## src/rtl/phys_pkg.sv

```systemverilog
// Constants and types shared between the collision pair scheduler and the physics engine.
package phys_pkg;
  localparam int DF_TIME_W    = 32;  // DF fixed-point time width
  localparam int DF_FRAC_W    = 11;  // fractional bits of DF time
  localparam int DF_OBJ_COUNT = 8;
  localparam int DF_IDX_W     = $clog2(DF_OBJ_COUNT);

  typedef logic [DF_IDX_W-1:0] obj_idx_t;

  typedef enum logic [1:0] {
    IDLE  = 2'd0,
    ISSUE = 2'd1,
    DRAIN = 2'd2,
    DONE  = 2'd3
  } sched_state_t;
endpackage

```

## src/rtl/collision_pair_scheduler_if.sv

```systemverilog
// Pair-issue and result-return handshake between the scheduler and the collision checker.
interface collision_pair_scheduler_if #(
  parameter int IDX_W  = phys_pkg::DF_IDX_W,
  parameter int TIME_W = phys_pkg::DF_TIME_W
);
  logic              pair_valid_out;
  logic              pair_ready_in;
  logic [IDX_W-1:0]  pair_i_out;
  logic [IDX_W-1:0]  pair_j_out;
  logic              res_valid_in;
  logic              res_hit_in;
  logic [TIME_W-1:0] res_time_in;

  // scheduler side
  modport master (
    output pair_valid_out, pair_i_out, pair_j_out,
    input  pair_ready_in, res_valid_in, res_hit_in, res_time_in
  );

  // checker side
  modport slave (
    input  pair_valid_out, pair_i_out, pair_j_out,
    output pair_ready_in, res_valid_in, res_hit_in, res_time_in
  );
endinterface

```

## src/rtl/pair_fifo.sv

```systemverilog
// Small synchronous FIFO holding the {i,j} of pairs awaiting a checker result.
module pair_fifo #(
  parameter int DEPTH = 4,
  parameter int W     = 6
)(
  input  logic         clk,
  input  logic         rst_n,
  input  logic         push,
  input  logic         pop,
  input  logic [W-1:0] wdata,
  output logic [W-1:0] rdata,
  output logic         full,
  output logic         empty
);
  localparam int PTR_W = (DEPTH > 1) ? $clog2(DEPTH) : 1;
  localparam int CNT_W = $clog2(DEPTH + 1);
  localparam logic [PTR_W-1:0] PTR_LAST = PTR_W'(DEPTH - 1);

  logic [W-1:0]     mem [DEPTH];
  logic [PTR_W-1:0] wr_ptr, rd_ptr;
  logic [CNT_W-1:0] count;

  assign rdata = mem[rd_ptr];
  assign full  = (count == CNT_W'(DEPTH));
  assign empty = (count == '0);

  // storage write; contents need no reset since count gates reads
  always_ff @(posedge clk) begin
    if (push) mem[wr_ptr] <= wdata;
  end

  // pointers wrap explicitly so DEPTH need not fill the pointer range
  always_ff @(posedge clk or negedge rst_n) begin
    if (!rst_n) begin
      wr_ptr <= '0;
      rd_ptr <= '0;
      count  <= '0;
    end else begin
      if (push) wr_ptr <= (wr_ptr == PTR_LAST) ? '0 : wr_ptr + 1'b1;
      if (pop)  rd_ptr <= (rd_ptr == PTR_LAST) ? '0 : rd_ptr + 1'b1;
      case ({push, pop})
        2'b10:   count <= count + 1'b1;
        2'b01:   count <= count - 1'b1;
        default: count <= count;
      endcase
    end
  end
endmodule

```

## src/rtl/collision_pair_scheduler.sv

```systemverilog
// Walks all unordered object pairs, issues non-static pairs to the collision checker and
// keeps the earliest qualifying hit as the pass result.
module collision_pair_scheduler
  import phys_pkg::*;
#(
  parameter int OBJ_COUNT       = 8,
  parameter int IDX_W           = $clog2(OBJ_COUNT),
  parameter int TIME_W          = DF_TIME_W,
  parameter int MAX_OUTSTANDING = 4
)(
  input  logic                 sys_clk,
  input  logic                 sys_rst_n,
  input  logic                 start_in,
  input  logic [OBJ_COUNT-1:0] static_mask_in,
  input  logic [TIME_W-1:0]    left_time_in,
  collision_pair_scheduler_if.master chk,
  output logic                 busy_out,
  output logic                 done_out,
  output logic                 coll_found_out,
  output logic [TIME_W-1:0]    coll_time_out,
  output logic [IDX_W-1:0]     coll_i_out,
  output logic [IDX_W-1:0]     coll_j_out,
  output logic                 err_out
);
  localparam logic [1:0] ST_IDLE  = IDLE;
  localparam logic [1:0] ST_ISSUE = ISSUE;
  localparam logic [1:0] ST_DRAIN = DRAIN;
  localparam logic [1:0] ST_DONE  = DONE;

  localparam int CNT_W = $clog2(MAX_OUTSTANDING + 1);
  localparam logic [IDX_W-1:0] LAST_I  = IDX_W'(OBJ_COUNT - 2);
  localparam logic [IDX_W-1:0] LAST_J  = IDX_W'(OBJ_COUNT - 1);
  localparam logic [CNT_W-1:0] CNT_ONE = CNT_W'(1);

  logic [1:0]           state;
  logic [OBJ_COUNT-1:0] mask;
  logic [TIME_W-1:0]    best_time;
  logic [IDX_W-1:0]     pi, pj, ci, cj;
  logic [CNT_W-1:0]     cnt;
  logic                 found, err;
  logic                 fifo_full, fifo_empty;
  logic [2*IDX_W-1:0]   head;
  logic                 skip, issue, advance, last_pair, res_acc, qual, accept_start, drained;

  // pair is offered only while the FIFO (== outstanding count) has room
  assign chk.pair_valid_out = (state == ST_ISSUE) && !skip && !fifo_full;
  assign chk.pair_i_out     = pi;
  assign chk.pair_j_out     = pj;

  assign busy_out       = (state == ST_ISSUE) || (state == ST_DRAIN);
  assign done_out       = (state == ST_DONE);
  assign coll_found_out = found;
  assign coll_time_out  = best_time;
  assign coll_i_out     = ci;
  assign coll_j_out     = cj;
  assign err_out        = err;

  // per-cycle decode of generator advance and result acceptance
  always_comb begin
    accept_start = (state == ST_IDLE) && start_in;
    skip         = mask[pi] && mask[pj];
    issue        = chk.pair_valid_out && chk.pair_ready_in;
    advance      = (state == ST_ISSUE) && (skip || issue);
    last_pair    = (pi == LAST_I) && (pj == LAST_J);
    res_acc      = chk.res_valid_in && ((state == ST_ISSUE) || (state == ST_DRAIN)) && !fifo_empty;
    qual         = res_acc && chk.res_hit_in && (chk.res_time_in < best_time);
    // outstanding reaches zero at the coming edge
    drained      = (cnt == '0) || ((cnt == CNT_ONE) && res_acc);
  end

  pair_fifo #(.DEPTH(MAX_OUTSTANDING), .W(2*IDX_W)) u_fifo (
    .clk   (sys_clk),
    .rst_n (sys_rst_n),
    .push  (issue),
    .pop   (res_acc),
    .wdata ({pi, pj}),
    .rdata (head),
    .full  (fifo_full),
    .empty (fifo_empty)
  );

  // pass sequencing
  always_ff @(posedge sys_clk or negedge sys_rst_n) begin
    if (!sys_rst_n) state <= ST_IDLE;
    else begin
      case (state)
        ST_IDLE:  if (start_in) state <= ST_ISSUE;
        ST_ISSUE: if (advance && last_pair) state <= ST_DRAIN;
        ST_DRAIN: if (drained) state <= ST_DONE;
        default:  state <= ST_IDLE;
      endcase
    end
  end

  // issued-but-unanswered count; simultaneous issue and result cancel
  always_ff @(posedge sys_clk or negedge sys_rst_n) begin
    if (!sys_rst_n) cnt <= '0;
    else begin
      case ({issue, res_acc})
        2'b10:   cnt <= cnt + 1'b1;
        2'b01:   cnt <= cnt - 1'b1;
        default: cnt <= cnt;
      endcase
    end
  end

  // pair generator and running best hit; strict < keeps the earlier pair on ties
  always_ff @(posedge sys_clk or negedge sys_rst_n) begin
    if (!sys_rst_n) begin
      mask      <= '0;
      best_time <= '0;
      found     <= 1'b0;
      ci        <= '0;
      cj        <= '0;
      pi        <= '0;
      pj        <= '0;
    end else if (accept_start) begin
      mask      <= static_mask_in;
      best_time <= left_time_in;
      found     <= 1'b0;
      ci        <= '0;
      cj        <= '0;
      pi        <= '0;
      pj        <= IDX_W'(1);
    end else begin
      if (advance && !last_pair) begin
        if (pj == LAST_J) begin
          pi <= pi + 1'b1;
          pj <= pi + IDX_W'(2);
        end else begin
          pj <= pj + 1'b1;
        end
      end
      if (qual) begin
        best_time <= chk.res_time_in;
        found     <= 1'b1;
        ci        <= head[2*IDX_W-1:IDX_W];
        cj        <= head[IDX_W-1:0];
      end
    end
  end

  // sticky error for results nobody asked for; a new pass clears it
  always_ff @(posedge sys_clk or negedge sys_rst_n) begin
    if (!sys_rst_n) err <= 1'b0;
    else if (chk.res_valid_in && !res_acc) err <= 1'b1;
    else if (accept_start) err <= 1'b0;
  end
endmodule

```

## src/flat_wrapper.sv

```systemverilog
// flat-port wrapper written by rule: the top's interface ports become plain ports
module collision_pair_scheduler_flat import phys_pkg::*;
#(
  parameter int OBJ_COUNT       = 8,
  parameter int IDX_W           = $clog2(OBJ_COUNT),
  parameter int TIME_W          = DF_TIME_W,
  parameter int MAX_OUTSTANDING = 4
)
  (sys_clk, sys_rst_n, start_in, static_mask_in, left_time_in, busy_out, done_out, coll_found_out, coll_time_out, coll_i_out, coll_j_out, err_out, chk_pair_valid_out, chk_pair_i_out, chk_pair_j_out, chk_pair_ready_in, chk_res_valid_in, chk_res_hit_in, chk_res_time_in);
  collision_pair_scheduler_if #(.IDX_W(IDX_W), .TIME_W(TIME_W)) chk_i ();
  input  logic sys_clk;
  input  logic sys_rst_n;
  input  logic start_in;
  input  logic [OBJ_COUNT-1:0] static_mask_in;
  input  logic [TIME_W-1:0] left_time_in;
  output logic busy_out;
  output logic done_out;
  output logic coll_found_out;
  output logic [TIME_W-1:0] coll_time_out;
  output logic [IDX_W-1:0] coll_i_out;
  output logic [IDX_W-1:0] coll_j_out;
  output logic err_out;
  output wire logic [$bits(chk_i.pair_valid_out)-1:0] chk_pair_valid_out;
  output wire logic [$bits(chk_i.pair_i_out)-1:0] chk_pair_i_out;
  output wire logic [$bits(chk_i.pair_j_out)-1:0] chk_pair_j_out;
  input wire logic [$bits(chk_i.pair_ready_in)-1:0] chk_pair_ready_in;
  input wire logic [$bits(chk_i.res_valid_in)-1:0] chk_res_valid_in;
  input wire logic [$bits(chk_i.res_hit_in)-1:0] chk_res_hit_in;
  input wire logic [$bits(chk_i.res_time_in)-1:0] chk_res_time_in;
  assign chk_pair_valid_out = chk_i.pair_valid_out;
  assign chk_pair_i_out = chk_i.pair_i_out;
  assign chk_pair_j_out = chk_i.pair_j_out;
  assign chk_i.pair_ready_in = chk_pair_ready_in;
  assign chk_i.res_valid_in = chk_res_valid_in;
  assign chk_i.res_hit_in = chk_res_hit_in;
  assign chk_i.res_time_in = chk_res_time_in;
  collision_pair_scheduler #(.OBJ_COUNT(OBJ_COUNT), .IDX_W(IDX_W), .TIME_W(TIME_W), .MAX_OUTSTANDING(MAX_OUTSTANDING)) u_core (.sys_clk(sys_clk), .sys_rst_n(sys_rst_n), .start_in(start_in), .static_mask_in(static_mask_in), .left_time_in(left_time_in), .chk(chk_i), .busy_out(busy_out), .done_out(done_out), .coll_found_out(coll_found_out), .coll_time_out(coll_time_out), .coll_i_out(coll_i_out), .coll_j_out(coll_j_out), .err_out(err_out));
endmodule
```

## config.mk

```make
export PLATFORM = sky130hd
export DESIGN_NAME = collision_pair_scheduler_flat
export DESIGN_NICKNAME = d
export VERILOG_FILES = /design/src/rtl/phys_pkg.sv /design/src/rtl/collision_pair_scheduler_if.sv /design/src/rtl/pair_fifo.sv /design/src/rtl/collision_pair_scheduler.sv /design/src/flat_wrapper.sv
export SDC_FILE = /design/constraint.sdc
export NUM_CORES = 1
export LEC_CHECK = 0
export ABC_AREA = 1
export CORE_MARGIN = 5
export CORE_UTILIZATION = 30
export DETAILED_ROUTE_END_ITERATION = 12
export HOLD_SLACK_MARGIN = 0.05
export PLACE_DENSITY = 0.57
export SETUP_SLACK_MARGIN = 0.05
export SYNTH_ARGS = -nofsm -noshare
export SYNTH_HDL_FRONTEND = slang
export SYNTH_SLANG_ARGS = --single-unit
```

## constraint.sdc

```tcl
create_clock -name sys_clk -period 2.8 [get_ports sys_clk]
set_clock_uncertainty 0.05 [all_clocks]
set_input_delay 0.84 -clock sys_clk [delete_from_list [all_inputs] [get_ports sys_clk]]
set_output_delay 0.84 -clock sys_clk [all_outputs]
set_load 0.1 [all_outputs]
```

## Word level (Yosys, flattened, before mapping)

Memories as Yosys holds them, arrays and structs flattened.
Index checks and enable logic that the tools add are counted.

- Output and inout bits: 49
- Register bits after elaboration: 66
- Logic and storage cells: 103
- Memories: 1
- Input bits: 78
- RAM bits: 24

Memory list:

| name | words | width | read ports | clocked after Yosys merged registers in | wr ports | RTL line | source |
|---|---|---|---|---|---|---|---|
| u_core.u_fifo.mem | 4 | 6 | 1 | 0 | 1 | pair_fifo.sv:19 | `logic [W-1:0] mem [DEPTH];` |

- $add $sub $neg: 9
- Equal/unequal tests: 14
- $lt $le $gt $ge: 3
- Reductions and logical operators: 33
- Muxes and demuxes: 30

Operators by type and width:

| operator | count |
|---|---|
| 2-to-1 mux 32 bit | 2 |
| less-than comparator 32 bit | 1 |
| 2-to-1 mux 3 bit | 10 |
| logical AND 1 bit | 15 |
| adder 3 x 1 -> 3 bit, second input constant | 4 |
| case mux 3 bit (2 select lines) | 2 |
| == test 2 bit, second input constant | 5 |
| 2-to-1 mux 2 bit | 5 |
| nonzero test 2 bit | 5 |
| == test 3 bit, second input constant | 3 |
| less-than comparator 3 x 4 -> 1 bit, second input constant | 2 |
| 2-to-1 mux 1 bit | 8 |
| binary-select mux 1 bit (select 3 bit) | 2 |
| zero test 3 bit | 2 |
| case mux 2 bit (3 select lines) | 1 |
| subtractor 3 x 1 -> 3 bit, second input constant | 2 |
| zero test 1 bit | 5 |
| adder 2 x 1 -> 2 bit, second input constant | 2 |
| == test 2 x 1 -> 1 bit, second input constant | 2 |
| != test 2 bit, second input constant | 2 |
| adder 3 x 2 -> 3 bit, second input constant | 1 |
| == test 3 x 1 -> 1 bit, second input constant | 1 |
| logical OR 1 bit | 3 |
| AND reduction 3 bit | 1 |
| 3 further kinds | 3 |

## Logic depth before layout (Yosys ltp)

Gate-level depths: netlist (run 1).

- Word-level depth: 12
- Mapped depth: 17
- Depth with buffers taken out: 15

## Hierarchy

From an unflattened synthesis (run 1), not the netlist that was laid out.

- Cell total of the unflattened synthesis: 700
- Area total of the unflattened synthesis: 5512.8 µm²

By module, submodules not included:

| module | cells an instance | times used | area each (µm²) | seq. area each (µm²) |
|---|---|---|---|---|
| collision_pair_scheduler | 578 | 1 | 4126.5 | 1476.4 |
| pair_fifo | 122 | 1 | 1386.3 | 895.9 |

## Worst setup path before layout (run 1)

No wires, ideal clock.

- Path type: reg2reg
- Start point: register u_core.pj[0] (netlist: u_core.chk.pair_j_out[0])
- End point: register u_core.cnt[2]
- Path slack: -2.034 ns
- Stages on the path, launching flop included: 13
- Data arrival time: 4.666 ns
- Period minus slack after synthesis: 4.834 ns
- Buffers on the path: 2
- Setup time: 0.118 ns
- Data required time: 2.632 ns
- Path through: dfrtp_1 -> buf_2 -> nand2_1 -> o211ai_1 -> o211ai_1 -> a31oi_1 -> nand2_2 -> ha_1 -> clkbuf_1 -> nor2_1 -> o21ai_0 -> xor2_1 -> inv_1

- Cells in the longest elaborated chain, start to end: 9
- Elaborated cells on any way between the ends: 11
- Classes of those cells: eq/ne: 2; mux: 3; reduce/logical: 6

Ends and longest elaborated chain:

| element | RTL line | source |
|---|---|---|
| start, declared | collision_pair_scheduler.sv:38 | `logic [IDX_W-1:0] pi, pj, ci, cj;` |
| start signal, assigned | collision_pair_scheduler.sv:129 | `pj <= pi + IDX_W'(2);` |
| start signal, assigned | collision_pair_scheduler.sv:131 | `pj <= pj + 1'b1;` |
| binary-select mux 1 bit (select 3 bit) * | collision_pair_scheduler.sv:61 | `skip = mask[pi] && mask[pj];` |
| 2-to-1 mux 1 bit (not written as such) * | collision_pair_scheduler.sv:61 |  |
| logical AND 1 bit * | collision_pair_scheduler.sv:61 |  |
| zero test 1 bit * | collision_pair_scheduler.sv:46 | `assign chk.pair_valid_out = (state == ST_ISSUE) && !skip && !fifo_full;` |
| logical AND 1 bit * (2 in a row) | collision_pair_scheduler.sv:46 |  |
| named net chk_pair_valid_out | flat_wrapper.sv:23 | `output wire logic [$bits(chk_i.pair_valid_out)-1:0] chk_pair_valid_out;` |
| logical AND 1 bit * | collision_pair_scheduler.sv:62 | `issue = chk.pair_valid_out && chk.pair_ready_in;` |
| == test 2 x 1 -> 1 bit or == test 2 bit (tied branches) | collision_pair_scheduler.sv:99 | `case ({issue, res_acc})` |
| case mux 3 bit (2 select lines) or nonzero test 2 bit (tied branches) | n/a |  |
| end signal, assigned | collision_pair_scheduler.sv:100 | `2'b10: cnt <= cnt + 1'b1;` |
| end signal, assigned | collision_pair_scheduler.sv:101 | `2'b01: cnt <= cnt - 1'b1;` |
| end signal, assigned | collision_pair_scheduler.sv:102 | `default: cnt <= cnt;` |
| end, declared | collision_pair_scheduler.sv:39 | `logic [CNT_W-1:0] cnt;` |

Mark *: on every way through the listed nets, which the timed path passes. The rest lies on a longest branch. The select of a mux whose other input is x is not followed.
A chain may end at the register's enable or synchronous reset.

## Worst setup path after layout (run 1)

- Start point: register u_core.pi[0] (netlist: u_core.chk.pair_i_out[0])
- End point: output chk_pair_valid_out

- Cells in the longest elaborated chain, start to end: 6

Ends and longest elaborated chain:

| element | RTL line | source |
|---|---|---|
| start, declared | collision_pair_scheduler.sv:38 |  |
| start signal, assigned | collision_pair_scheduler.sv:128 | `pi <= pi + 1'b1;` |
| binary-select mux 1 bit (select 3 bit) | collision_pair_scheduler.sv:61 |  |
| 2-to-1 mux 1 bit (not written as such) | collision_pair_scheduler.sv:61 |  |
| logical AND 1 bit | collision_pair_scheduler.sv:61 |  |
| zero test 1 bit | collision_pair_scheduler.sv:46 |  |
| logical AND 1 bit (2 in a row) | collision_pair_scheduler.sv:46 |  |
| end, declared | flat_wrapper.sv:23 |  |

No other way between the ends. The select of a mux whose other input is x is not followed.

==> summary.txt, run 1 <==
Die
  • Die Footprint: 20640 sq um
  • Starting Density: 30.78%
  • Die width: 143.7 um
  • I/O pin count: 127
  • CORE AREA: 17420 sq um
  • Num rows: 48
  • Die Ht: 143.7 um

Timing
  • Final setup viols: 0
  • Slew @ Worst Pin: 0.4889 ns
  • RSZ-0062 raised after global routing: no
  • Tcrit/Tclk final: 94.99%
  • Final min period: 2.660 ns
  • Relative slew slack: 67.41%
  • Fmax: 376.0 MHz
  • Number of hold violations in the final report: 0
  • Final Slew Violations: 0

Final layout
  • Final instance area: 7326 sq um
  • Nets: 949
  • Layout Cells excl Fill: 1051
  • Diode count: 0
  • Filler cell count in the final layout: 1801
  • Layout cells sized above 1: 13.08%
  • Area grow syn2layout: 36.67%

Routing
  • Via count: 4782
  • Drt first-iter violations: 236
  • Post-route DRC violation count: 0
  • Drt pass-1 iters: 4
  • Routed WL: 14930 um
  • Wire length per cell: 14.21 um
  • Post-route ant nets: 0
  • Via-to-Cell Ratio: 4.550

Clock network
  • Root buf cell: clkbuf_16
  • Sinks on the clock net: 90
  • Clk slew on worst S/H paths: 0.06 ns
  • CTS tree: yes
  • Max clock buf depth: 2
  • H-tree depth: 3
  • Later-pin clock latency in the skew report: 0.35 ns
  • CTS buffer count: 9
  • Hold_buf cts: 0

Worst setup path
  • Critical Path Slowest Stage Cell: dfrtp_4
  • Crit path largest cell delay: 0.51 ns
  • Crit-path most repeated cell: nand2_1
  • Critical Path End Type: primary output
  • Worst-path cell chain: or2_4 -> nand2_1 -> nand2_1 -> inv_2 -> nand2_4 -> a31oi_4 -> buf_12
  • WP data required: 1.91 ns
  • Delay-heaviest family, CP: flip-flops
  • Buffers & Inverters on Critical Path: 2
  • Critical Path AT: 1.77 ns
  • Critical path class: flip-flop to primary output
  • Peak fanout along the critical path: 6
  • Crit path launch type: flip-flop

Yosys
  • Synth area leader: dfrtp_1
  • Synthesized Nets: 816
  • Synthesized area: 5360 sq um
  • YS warnings: 0
  • Synth cell types: 31
  • Cells after Synth: 688
  • Post-synth top cells: nand2_1 (279), inv_1 (74), dfrtp_1 (66), nand3_1 (51), ha_1 (49)
  • Synth top area cells: dfrtp_1 (31%), nand2_1 (20%), edfxtp_1 (13%)
  • Number of enable flip-flop cells after synthesis: 24
  • Dominant synthesized flop cell: dfrtp_1
  • Ys async rst share: 73.33%
  • Post-synthesis sequential area ratio: 44.26%
  • Synthesis-stage register bit count: 90
  • Syn avg cell area: 7.791 sq um
  • Count leader, synth: nand2_1
  • Area share of the leading cell type in the synthesized netlist: 30.81%

GRT
  • Initial antenna violation count: 0
  • Pin count of the biggest net entering global routing: 67
  • Vias in the first global route: 4567
  • Grt ovf: 0
  • Gr usage total: 14.30%
  • First-pass GRT wire length: 23340 um

Min path
  • Hold WC Path Type: flip-flop to flip-flop

Placement
  • DPL Wire Length: 10600 um
  • Cell Area, Placed: 6909 sq um
  • Port buffer count: 126
  • Placed cell count: 1028
  • GP Congestion: 0.7605

Status
  • Status: finished, final reports clean

Run
  • Max-cap violations: 0
[metal layers]
layer / wire [um] / vias up / GRT usage (%)
met5: 0 / - / 0
met4: 180 / 0 / 3.816
met3: 991 / 15 / 3.394
met2: 7013 / 113 / 24.02
met1: 6745 / 2180 / 18.55
li1: - / 2474 / -
[sequential cells by signal, summed over array words and instances (netlist names), 2 cells and up]
register / cells
u_core.chk.pair_j_out: 3
u_core.coll_i_out: 3
u_core.coll_j_out: 3
u_core.mask: 8
u_core.state: 2
u_core.chk.pair_i_out: 3
u_core.coll_time_out: 32
u_core.u_fifo.wr_ptr: 2
u_core.u_fifo.mem: 24
u_core.cnt: 3
u_core.u_fifo.rd_ptr: 2
u_core.u_fifo.count: 3
[worst reg2reg max path: stages, from the launching register on]
cell and delay [ns]:
dfrtp_4 0.51, clkbuf_2 0.16, a21oi_1 0.15, nand2_1 0.06
nand2_1 0.08, inv_2 0.05, nand2_4 0.07, a31oi_4 0.11
buf_4 0.18, nand2_4 0.11, ha_4 0.16, inv_4 0.03
fa_1 0.37, a21oi_1 0.14, o21ai_1 0.08, xor2_1 0.14
[placed cells by master (no fill, tap or decap), drive strengths merged, types with 3 or more instances in the layout]
cell	n
o21ai	24
a211oi	6
buf	72
nand3	52
xnor2	3
dfrtp	66
inv	74
o211ai	7
clkdlybuf4s50	75
ha	49
clkbuf	13
nor2	27
nand2	280
a21oi	31
edfxtp	24
[area by class of cell]
cell class / count / area (sq um) / share of cell area [%]
sequential: 90 / 2390 / 32.62
timing repair buffer: 150 / 1423 / 19.42
tap: 225 / 281.5 / 3.843
clock inverter: 5 / 78.83 / 1.076
clock buffer: 11 / 232.7 / 3.177
multi-input combinational: 496 / 2640 / 36.04
inverter: 74 / 280.3 / 3.826
[worst paths after layout]
path                                                   endpoint  cells after the start                                 start  slack, ns
min in group asynchronous  u_core.coll_time_out[13]$_DFFE_PN0P_                      2                             sys_rst_n       0.46
max in group asynchronous  u_core.chk.pair_i_out[2]$_DFFE_PN0P_                      2                             sys_rst_n       1.91
max reg2reg                  u_core.u_fifo.count[2]$_DFFE_PN0P_                     15  u_core.chk.pair_i_out[0]$_DFFE_PN0P_       0.23
min                          u_core.u_fifo.count[0]$_DFFE_PN0P_                      1    u_core.u_fifo.count[0]$_DFFE_PN0P_       0.45
max                                          chk_pair_valid_out                      7  u_core.chk.pair_i_out[0]$_DFFE_PN0P_       0.14
min reg2reg                  u_core.u_fifo.count[0]$_DFFE_PN0P_                      1    u_core.u_fifo.count[0]$_DFFE_PN0P_       0.45
[through the flow]
| stage | setup WS [ns] | hold slack [ns] | util, % | TNS (ns) |
|---|---|---|---|---|
| floorplan | -0.1031 | 0.4158 | - | -0.3039 |
| global placement | -0.2185 | 0.4363 | 39.67 | -8.094 |
| detailed placement | -0.2795 | 0.4360 | 39.67 | -10.07 |
| CTS | 0.07546 | 0.4486 | 41.50 | 0 |
| global route | 0.04963 | 0.4782 | 42.06 | 0 |
| finish | 0.1402 | 0.4482 | 42.06 | 0 |
[cells by family after synthesis]
kind of cell	count (synthesis)	synth area share, %
xor+xnor	5	0.8171
flops	90	44.26
compound gates	72	7.516
buf+inv	102	7.820
simple gates	369	27.78
fa+ha+maj	50	11.81
[repair_timing]
action | in CTS | in global routing
pin swaps | 1 | 3
endpoints found under the setup margin | 1 | 39
cloned | 0 | 1
gates resized for setup | 0 | 9
setup buffers | 1 | 5
Power of run 1 is left out: the tool's default activity adds up to more than one toggle a clock period on the data nets, which glitch-free logic cannot reach.
==> run 2: changes to the inputs <==
==> constraint.sdc (replaced) <==
create_clock -name sys_clk -period 2.8 [get_ports sys_clk]
set_clock_uncertainty 0.05 [all_clocks]
set_input_delay 0.56 -clock sys_clk [delete_from_list [all_inputs] [get_ports sys_clk]]
set_output_delay 0.56 -clock sys_clk [all_outputs]
set_load 0.1 [all_outputs]
==> run 2 against run 1 <==
  * Global-route usage down 0.28 points
  * Core utilization shrank 1.0 points
  * Worst hold slack worse by 0.22 ns
  * Setup slack improved by 0.12 ns
  * Non-clock buffer count fell by 12
  * Register-to-register slack improved by 0.07 ns
  * Count of clock-buffer cells in the layout is 2 higher
  * Via count fell by 2.2%
  * Critical path depth did not move
==> summary.txt, run 2 (same netlist as run 1, synthesis figures left out) <==
Worst setup path
  • WP data required: 2.19 ns
  • Setup crit start: u_core.chk.pair_i_out[0]$_DFFE_PN0P_
  • Critical R2R Launch: u_core.chk.pair_j_out[0]$_DFFE_PN0P_
  • Critical path class: flip-flop to primary output
  • Critical Path End Type: primary output
  • Peak fanout along the critical path: 17
  • Crit path launch type: flip-flop
  • Critical Path AT: 1.93 ns

Placement
  • Port buffer count: 126
  • DPL Wire Length: 10550 um
  • GP Congestion: 0.7709
  • Placed cell count: 1023
  • Cell Area, Placed: 6872 sq um

Timing
  • Tcrit/Tclk final: 90.77%
  • Final setup viols: 0
  • Slew @ Worst Pin: 0.7469 ns
  • RSZ-0062 raised after global routing: no
  • Relative slew slack: 50.21%
  • Final min period: 2.542 ns
  • Hold WS: 0.2266 ns
  • Number of hold violations in the final report: 0
  • Final Slew Violations: 0
  • Fmax: 393.4 MHz

Die
  • I/O pin count: 127
  • Die Ht: 143.7 um
  • CORE AREA: 17420 sq um
  • Die width: 143.7 um
  • Die Footprint: 20640 sq um
  • Num rows: 48
  • Starting Density: 30.78%

Final layout
  • Diode count: 0
  • Number of flip-flops in the largest register: 32
  • Most frequent cells in the layout: nand2_1 (277), clkdlybuf4s50_1 (76), inv_1 (72), dfrtp_1 (60), buf_4 (54)
  • Multi-input gate area in the final layout: 2609 sq um
  • Nets: 937
  • Filler cell count in the final layout: 1782
  • Final instance area: 7146 sq um
  • Layout cells sized above 1: 11.19%
  • Area grow syn2layout: 33.31%
  • FF/Latch Area: 2390 sq um
  • Layout Cells excl Fill: 1038
  • Most common cell after layout, fill and taps aside: nand2_1

Clock network
  • Sinks on the clock net: 90
  • CTS buffer count: 9
  • H-tree depth: 3
  • Post-CTS setup buffers: 0
  • PostCTS Resize Cnt: 0
  • Hold_buf cts: 0
  • Clk slew on worst S/H paths: 0.06 ns
  • Max clock buf depth: 2
  • CTS tree: yes
  • Root buf cell: clkbuf_16
  • Later-pin clock latency in the skew report: 0.34 ns

GRT
  • Grt ovf: 0
  • First-pass GRT wire length: 22960 um
  • Gr usage total: 14.03%
  • Vias in the first global route: 4517
  • Initial antenna violation count: 0
  • Pin count of the biggest net entering global routing: 82

Status
  • Status: finished, final reports clean

Min path
  • Hold WC Path Type: input pin to async pin

Routing
  • Via-to-Cell Ratio: 4.507
  • Drt first-iter violations: 222
  • Routed WL: 14380 um
  • Post-route ant nets: 0
  • Via count: 4678
  • Post-route DRC violation count: 0
  • Drt pass-1 iters: 5
  • Wire length per cell: 13.85 um

Run
  • Max-cap violations: 0
==> run 2: cell types whose count changed in the layout (fill, tap and decap cells not counted), sizes merged <==
cell           before  now
clkinvlp            2    1
buf                72   62
bufinv              2    0
clkdlybuf4s50      75   76
dlymetal6s2s        1    0
==> run 2: path summary, 6_finish.rpt <==
path / slack (ns) / cells after the start / endpoint
max: 0.26 / 7 / chk_pair_valid_out
min: 0.23 / 1 / u_core.coll_time_out[14]$_DFFE_PN0P_
max reg2reg: 0.30 / 11 / u_core.u_fifo.count[2]$_DFFE_PN0P_
min reg2reg: 0.44 / 1 / u_core.u_fifo.count[0]$_DFFE_PN0P_
max in group asynchronous: 1.78 / 2 / u_core.chk.pair_i_out[0]$_DFFE_PN0P_
min in group sys_clk: 0.44 / 1 / u_core.u_fifo.count[0]$_DFFE_PN0P_
==> run 2: worst max-delay path: stages (launching register included) <==
cell and delay, ns:
dfrtp_4 0.57, or2_4 0.27, nand2_1 0.06, nand2_1 0.05, inv_1 0.06, nand2_2 0.08, a31oi_4 0.29, buf_12 0.21
==> run 2: through the flow <==
step	worst slack, ns	setup TNS, ns	utilization [%]
after floorplan	-0.1031	-0.3039	-
after global placement	0.02628	0	39.45
after detailed placement	0.01485	0	39.45
after CTS	0.2177	0	41.03
after global routing	0.1332	0	41.03
final	0.2583	0	41.03
==> run 2: cell type report <==
class	count	share of cell area [%]
Clock inverter	2	0.1751
Clock buffer	13	3.660
Sequential cell	90	33.44
Inverter	74	3.922
Tap cell	225	3.940
Multi-Input combinational cell	496	36.51
Timing Repair Buffer	138	18.35
==> run 2: metal layers <==
layer	part of all wire, %	global-route usage, %
met5	0	0
met4	0.81	2.973
met3	5.9	3.428
met2	46	23.43
met1	47	18.57
Power of run 2 is left out for the same reason.
